**src/rtl/alu_muldiv_seq_pkg.sv**
```systemverilog
// Shared types and opcodes for the sequential unsigned multiply/divide unit.
// ALU opcodes must match the encoding used by the core's shared ALU.
package alu_muldiv_seq_pkg;

   localparam int XLEN     = 32;
   localparam int ALU_OP_W = 5;
   localparam int CNT_W    = 5;

   localparam logic [ALU_OP_W-1:0] ALU_ADD = 5'd0;
   localparam logic [ALU_OP_W-1:0] ALU_SUB = 5'd1;

   typedef enum logic [1:0] {
      MD_MUL   = 2'd0,
      MD_MULHU = 2'd1,
      MD_DIVU  = 2'd2,
      MD_REMU  = 2'd3
   } md_op_e;

   typedef enum logic [1:0] {
      ST_IDLE = 2'd0,
      ST_RUN  = 2'd1,
      ST_DONE = 2'd2
   } md_state_e;

   function automatic logic is_div(input md_op_e op);
      return (op == MD_DIVU) || (op == MD_REMU);
   endfunction

   // hi/lo carry {product_hi, product_lo} for multiply and {rem, quo} for divide.
   function automatic logic [XLEN-1:0] md_select(input md_op_e op,
                                                 input logic [XLEN-1:0] hi,
                                                 input logic [XLEN-1:0] lo);
      case (op)
         MD_MULHU: return hi;
         MD_REMU:  return hi;
         default:  return lo;
      endcase
   endfunction

endpackage

```
**src/rtl/alu_muldiv_seq_if.sv**
```systemverilog
// Request/response bundle between the execute stage and the mul/div sequencer.
// Handshake: start is accepted on a rising edge only while busy=0 and kill=0;
// done is a single-cycle pulse and result holds until the next accept or reset.
interface alu_muldiv_seq_if;
   import alu_muldiv_seq_pkg::*;

   logic             start;
   md_op_e           md_op;
   logic [XLEN-1:0]  op_a;
   logic [XLEN-1:0]  op_b;
   logic             kill;
   logic             busy;
   logic             done;
   logic [XLEN-1:0]  result;
   md_state_e        state;

   modport master (
      output start, md_op, op_a, op_b, kill,
      input  busy, done, result, state
   );

   modport slave (
      input  start, md_op, op_a, op_b, kill,
      output busy, done, result, state
   );

endinterface

```
**src/rtl/alu_muldiv_seq.sv**
```systemverilog
// Multi-cycle unsigned MUL/MULHU/DIVU/REMU sequencer that borrows the shared ALU
// for one add (shift-add multiply) or subtract (restoring divide) per cycle.
module alu_muldiv_seq
   import alu_muldiv_seq_pkg::*;
#(
   parameter int XLEN     = 32,
   parameter int ALU_OP_W = 5
) (
   input  logic                clk,
   input  logic                rst,
   alu_muldiv_seq_if.slave     md,
   output logic                alu_req,
   output logic [XLEN-1:0]     alu_a,
   output logic [XLEN-1:0]     alu_b,
   output logic [ALU_OP_W-1:0] alu_op,
   input  logic [XLEN-1:0]     alu_result
);

   md_state_e       state;
   md_op_e          op_q;
   logic [CNT_W-1:0] count;
   logic [XLEN-1:0] hi;
   logic [XLEN-1:0] lo;
   logic [XLEN-1:0] opnd;
   logic            done_q;
   logic [XLEN-1:0] result_q;

   logic [XLEN-1:0] s32;
   logic            mul_carry;
   logic            div_take;

   // s32 drops bit 32 of the shifted remainder; hi[31] stands in for it.
   always_comb begin
      alu_req   = (state == ST_RUN);
      alu_a     = '0;
      alu_b     = '0;
      alu_op    = ALU_ADD;
      mul_carry = 1'b0;
      div_take  = 1'b0;
      s32       = {hi[XLEN-2:0], lo[XLEN-1]};
      if (state == ST_RUN) begin
         if (is_div(op_q)) begin
            alu_op   = ALU_SUB;
            alu_a    = s32;
            alu_b    = opnd;
            div_take = hi[XLEN-1] | (s32 >= opnd);
         end else begin
            alu_a     = hi;
            alu_b     = lo[0] ? opnd : '0;
            mul_carry = (alu_result < hi);
         end
      end
   end

   always_ff @(posedge clk or posedge rst) begin
      if (rst) begin
         state    <= ST_IDLE;
         op_q     <= MD_MUL;
         count    <= '0;
         hi       <= '0;
         lo       <= '0;
         opnd     <= '0;
         done_q   <= 1'b0;
         result_q <= '0;
      end else begin
         done_q <= 1'b0;
         case (state)
            ST_IDLE: begin
               if (md.start && !md.kill) begin
                  op_q  <= md.md_op;
                  count <= '0;
                  hi    <= '0;
                  state <= ST_RUN;
                  if (is_div(md.md_op)) begin
                     lo   <= md.op_a;
                     opnd <= md.op_b;
                  end else begin
                     lo   <= md.op_b;
                     opnd <= md.op_a;
                  end
               end
            end
            ST_RUN: begin
               if (md.kill) begin
                  state <= ST_IDLE;
               end else begin
                  if (is_div(op_q)) begin
                     hi <= div_take ? alu_result : s32;
                     lo <= {lo[XLEN-2:0], div_take};
                  end else begin
                     hi <= {mul_carry, alu_result[XLEN-1:1]};
                     lo <= {alu_result[0], lo[XLEN-1:1]};
                  end
                  count <= count + 1'b1;
                  if (count == CNT_W'(XLEN - 1)) state <= ST_DONE;
               end
            end
            ST_DONE: begin
               state <= ST_IDLE;
               if (!md.kill) begin
                  done_q   <= 1'b1;
                  result_q <= md_select(op_q, hi, lo);
               end
            end
            default: state <= ST_IDLE;
         endcase
      end
   end

   assign md.busy   = (state != ST_IDLE);
   assign md.done   = done_q;
   assign md.result = result_q;
   assign md.state  = state;

endmodule

```
**src/flat_wrapper.sv**
```systemverilog
// flat-port wrapper written by rule: the top's interface ports become plain ports
module alu_muldiv_seq_flat import alu_muldiv_seq_pkg::*;
#(
   parameter int XLEN     = 32,
   parameter int ALU_OP_W = 5
)
  (clk, rst, alu_req, alu_a, alu_b, alu_op, alu_result, md_start, md_md_op, md_op_a, md_op_b, md_kill, md_busy, md_done, md_result, md_state);
  alu_muldiv_seq_if md_i ();
  input  logic clk;
  input  logic rst;
  output logic alu_req;
  output logic [XLEN-1:0] alu_a;
  output logic [XLEN-1:0] alu_b;
  output logic [ALU_OP_W-1:0] alu_op;
  input  logic [XLEN-1:0] alu_result;
  input wire logic [$bits(md_i.start)-1:0] md_start;
  input wire logic [$bits(md_i.md_op)-1:0] md_md_op;
  input wire logic [$bits(md_i.op_a)-1:0] md_op_a;
  input wire logic [$bits(md_i.op_b)-1:0] md_op_b;
  input wire logic [$bits(md_i.kill)-1:0] md_kill;
  output wire logic [$bits(md_i.busy)-1:0] md_busy;
  output wire logic [$bits(md_i.done)-1:0] md_done;
  output wire logic [$bits(md_i.result)-1:0] md_result;
  output wire logic [$bits(md_i.state)-1:0] md_state;
  assign md_i.start = md_start;
  assign md_i.md_op = md_md_op;
  assign md_i.op_a = md_op_a;
  assign md_i.op_b = md_op_b;
  assign md_i.kill = md_kill;
  assign md_busy = md_i.busy;
  assign md_done = md_i.done;
  assign md_result = md_i.result;
  assign md_state = md_i.state;
  alu_muldiv_seq #(.XLEN(XLEN), .ALU_OP_W(ALU_OP_W)) u_core (.clk(clk), .rst(rst), .md(md_i), .alu_req(alu_req), .alu_a(alu_a), .alu_b(alu_b), .alu_op(alu_op), .alu_result(alu_result));
endmodule
```
**config.mk**
```make
export PLATFORM = sky130hd
export DESIGN_NAME = alu_muldiv_seq_flat
export DESIGN_NICKNAME = d
export VERILOG_FILES = /design/src/rtl/alu_muldiv_seq_pkg.sv /design/src/rtl/alu_muldiv_seq_if.sv /design/src/rtl/alu_muldiv_seq.sv /design/src/flat_wrapper.sv
export SDC_FILE = /design/constraint.sdc
export NUM_CORES = 1
export LEC_CHECK = 0
export BUFFER_PORTS_ARGS = -buffer_cell sky130_fd_sc_hd__buf_4
export CAP_MARGIN = 30
export CELL_PAD_IN_SITES_DETAIL_PLACEMENT = 1
export CELL_PAD_IN_SITES_GLOBAL_PLACEMENT = 1
export CORE_MARGIN = 2
export CORE_UTILIZATION = 38
export DETAILED_ROUTE_END_ITERATION = 12
export PLACE_DENSITY = 0.86
export SLEW_MARGIN = 20
export SYNTH_ARGS = -nofsm -noshare
export SYNTH_HDL_FRONTEND = slang
export SYNTH_SLANG_ARGS = --single-unit
```
**constraint.sdc**
```tcl
create_clock -name clk -period 4.1 [get_ports clk]
set_clock_uncertainty 0.2 [all_clocks]
set_input_delay 0 -clock clk [delete_from_list [all_inputs] [get_ports clk]]
set_output_delay 0 -clock clk [all_outputs]
set_load 0.1 [all_outputs]
```
==> out/metrics.yaml <==
status:
  status: "complete, no violations"
placed_design:
  dp_slack_ps: 1040
  postPlaceCellArea_um2: 11600
  place.gp.congestion: 0.814
  dp_hpwl_um: 24700
  io_buffers: 203
timing:
  max_freq_ghz: 0.255
  hold_viol: 0
  fin_crit_ps: 3920
  maxSlewHeadroom_pct: 48.9
  rsz0062_at_grt: "false"
  tightest_slew_ps: 766
  fin_setup_tns_ps: 0
  fin_ws_ps: 183
  drv_slew: 0
  min_period_over_period_pct: 95.5
  finalSetupViolations: 0
worst_setup_path:
  cp-end-kind: "flip-flop"
  cpPeakStageDelay_ps: 560
  crit_slowest_cell: "dlygate4sd3_1"
  crit_path_start: "u_core.hi[24]"
  cp_data_arrival_time_ps: 4030
  cp_max_fo: 64
  worstSetupPathType: "flip-flop to flip-flop"
  r2r-start: "u_core.hi[24]"
  crit_chain: "ha_1 -> a21oi_1 -> o21ai_0 -> a22oi_2 -> o41ai_4 -> buf_4 -> or4_1 -> a32o_1 -> dlygate4sd3_1"
  worstSetupStartpointType: "flip-flop"
  required_ps: 4210
clock_network:
  worstSkewPairLatency_ps: 450
  clock-sinks: 138
  htreeDepth: 4
  path_clk_slew_ps: 70
  cts.path.max_buffers: 2
  ctsResizeCount: 0
  cts_buffers: 17
  cts_root_buf: "clkbuf_16"
  cts_setup_buffers: 0
  hold_buffers: 147
  cts_tree: "yes"
power_and_ir_drop:
  power_mw: 6.62
  cellPowerDensity_nw_per_um2: 482
  ir_drop_uv: 222
  p_leak_nw: 6.78
die:
  coreArea_um2: 25300
  io-pin-count: 208
  die_x_um: 165
  num_rows: 58
  start_util_pct: 38.9
  fp.dieH_um: 165
  dieArea_um2: 27100
synthesis:
  syn_area_um2: 9820
  synth_cell_types: 55
  synth_commonest_cells: "dfrtp_1, nor2_1, mux2i_1"
  synth.top_cell.area_share_pct: 35.2
  synth_warnings: 0
  yosysMostFrequentCell: "dfrtp_1"
  synthAdderAreaFrac_pct: 8.28
  synth.ff_latch_count: 138
  synth_compound_area_share_pct: 16.8
  synth_xor_area_share_pct: 0.178
  synth_edf_count: 0
  syn_inst: 1129
  async_reset_ff_share_pct: 100
  avgSynthCellArea_um2: 8.70
  netlist_top_cells_area: "dfrtp_1, mux2i_1, ha_1"
  synth_largest_area_cell: "dfrtp_1"
  yosys.area_share.simple_pct: 16.9
  synth_mux_area_share_pct: 16.3
  synthFlopType: "dfrtp_1"
  synth_top_family_by_area: "simple AND/OR/NAND/NOR gates"
  yosysSeqAreaShare_pct: 35.2
cells_and_area:
  drive_gt1_share_pct: 21.5
  final_nets: 1613
  multiInputGateArea_um2: 5770
  fillers: 2899
  final_area_um2: 13700
  regArea_um2: 3460
  area_growth_pct: 40.0
worst_hold_path:
  hold_path.class: "input port to flip-flop"
  hp-start: "md_op_b[31]"
global_routing:
  first_global_vias: 11700
  overflow: 0
  grt_pass1_wl_um: 66500
  grtUsageTotal_pct: 32.1
  antenna_found_initial: 3
  grt_max_degree: 78
routing:
  wirelength_met1_um: 17200
  drc: 0
  wl_met3_um: 3340
  first_iter_violations: 957
  drt-pass1-iter-count: 7
  drt-vias-per-instance: 6.00
  drt-wirelength-per-cell_um: 24.5
  vias: 10700
  highest_layer: "met4"
  dr_wl_met2_um: 21100
  antenna_left: 0
  drt-total-wl_um: 44000
run:
  maxCapViolCount: 0
## path summary, 6_finish.rpt
| check | slack [ps] | endpoint | cells after the start |
|---|---|---|---|
| max reg2reg | 180 | u_core.hi[12] | 9 |
| min in group asynchronous | 70 | u_core.md.result[9] | 3 |
| max | 180 | u_core.hi[12] | 9 |
| min | 20 | u_core.lo[31] | 5 |
| min reg2reg | 320 | u_core.opnd[11] | 2 |
| max in group asynchronous | 2580 | u_core.md.result[28] | 4 |
## cell usage in the layout (no fill, tap or decap), types with 3 or more instances in the layout
cell           synthesis  final
buf_4                  4    227
dlygate4sd3_1          0    147
dfrtp_1              138    136
nor2_1               136    135
mux2i_1              127    127
nand2_1              119    119
o21ai_0              115    115
inv_1                 69     68
ha_1                  65     65
a21oi_1               59     58
and2_1                32     32
o21bai_1              30     30
or4_1                 30     30
a32o_1                30     30
mux2_2                29     29
clkbuf_16              0     17
nand4_1                8      8
nand3_1                8      8
inv_6                  0      7
conb_1                 1      4
diode_2                0      3
and4_1                 3      3
o211ai_1               3      3
a211oi_1               3      3
inv_8                  0      3
## flip-flops by register name (all words and copies together) (netlist names)
register          cells
u_core.md.result     32
u_core.lo            32
u_core.hi            32
u_core.op_q           2
u_core.opnd          32
u_core.md.state       2
u_core.count          5
u_core.md.done        1
## cell families (layout without fill, tap and decap cells)
logic type,Yosys count,count (layout)
AOI/OAI and AO/OA,259,259
muxes,156,156
adders and majority gates,65,65
other,1,7
buffers and inverters,153,480
DFF,138,138
xor gates and xnor gates,2,2
and+or+nand+nor,355,355
## through the flow
step | utilization (%) | hold WS (ps) | std cells
2_1_floorplan | - | -94.6 | 1132
3_3_place_gp | 46.0 | -2.09 | 1606
3_5_place_dp | 46.1 | 1.82 | 1607
4_1_cts | 54.1 | 17.5 | 1786
5_1_grt | 54.4 | 30.6 | 1792
6_report | 54.4 | 17.2 | 1792
## metal layers
layer	up-vias	track usage [%]
li1	4593	-
met1	5346	40.0
met2	619	53.3
met3	187	5.65
met4	0	16.6
met5	-	0
## power by group
part / internal, mW / switching (mW) / total [mW]
sequential: 1.61 / 0.441 / 2.05
clock: 0.797 / 0.735 / 1.53
combinational: 1.12 / 1.91 / 3.04
## worst max-delay path, delay by kind of cell, from the launching register on
| kind | cells | cell delay (ps) |
|---|---|---|
| flip-flops | 1 | 550 |
| buffers and inverters | 2 | 890 |
| AND/OR/NAND/NOR | 1 | 510 |
| AO/OA/AOI/OAI | 5 | 1270 |
| adder cells (fa/ha/maj) | 1 | 330 |
## area by class of cell
type,count,share of cell area (%)
Sequential cell,138,25.2
Timing Repair Buffer,378,23.8
Multi-Input combinational cell,841,42.0
Inverter,70,1.95
Clock buffer,17,3.10
Antenna cell,3,0.0546
Clock inverter,15,0.938
Tap cell,330,3.00
Power figures use the tool's default switching activity.
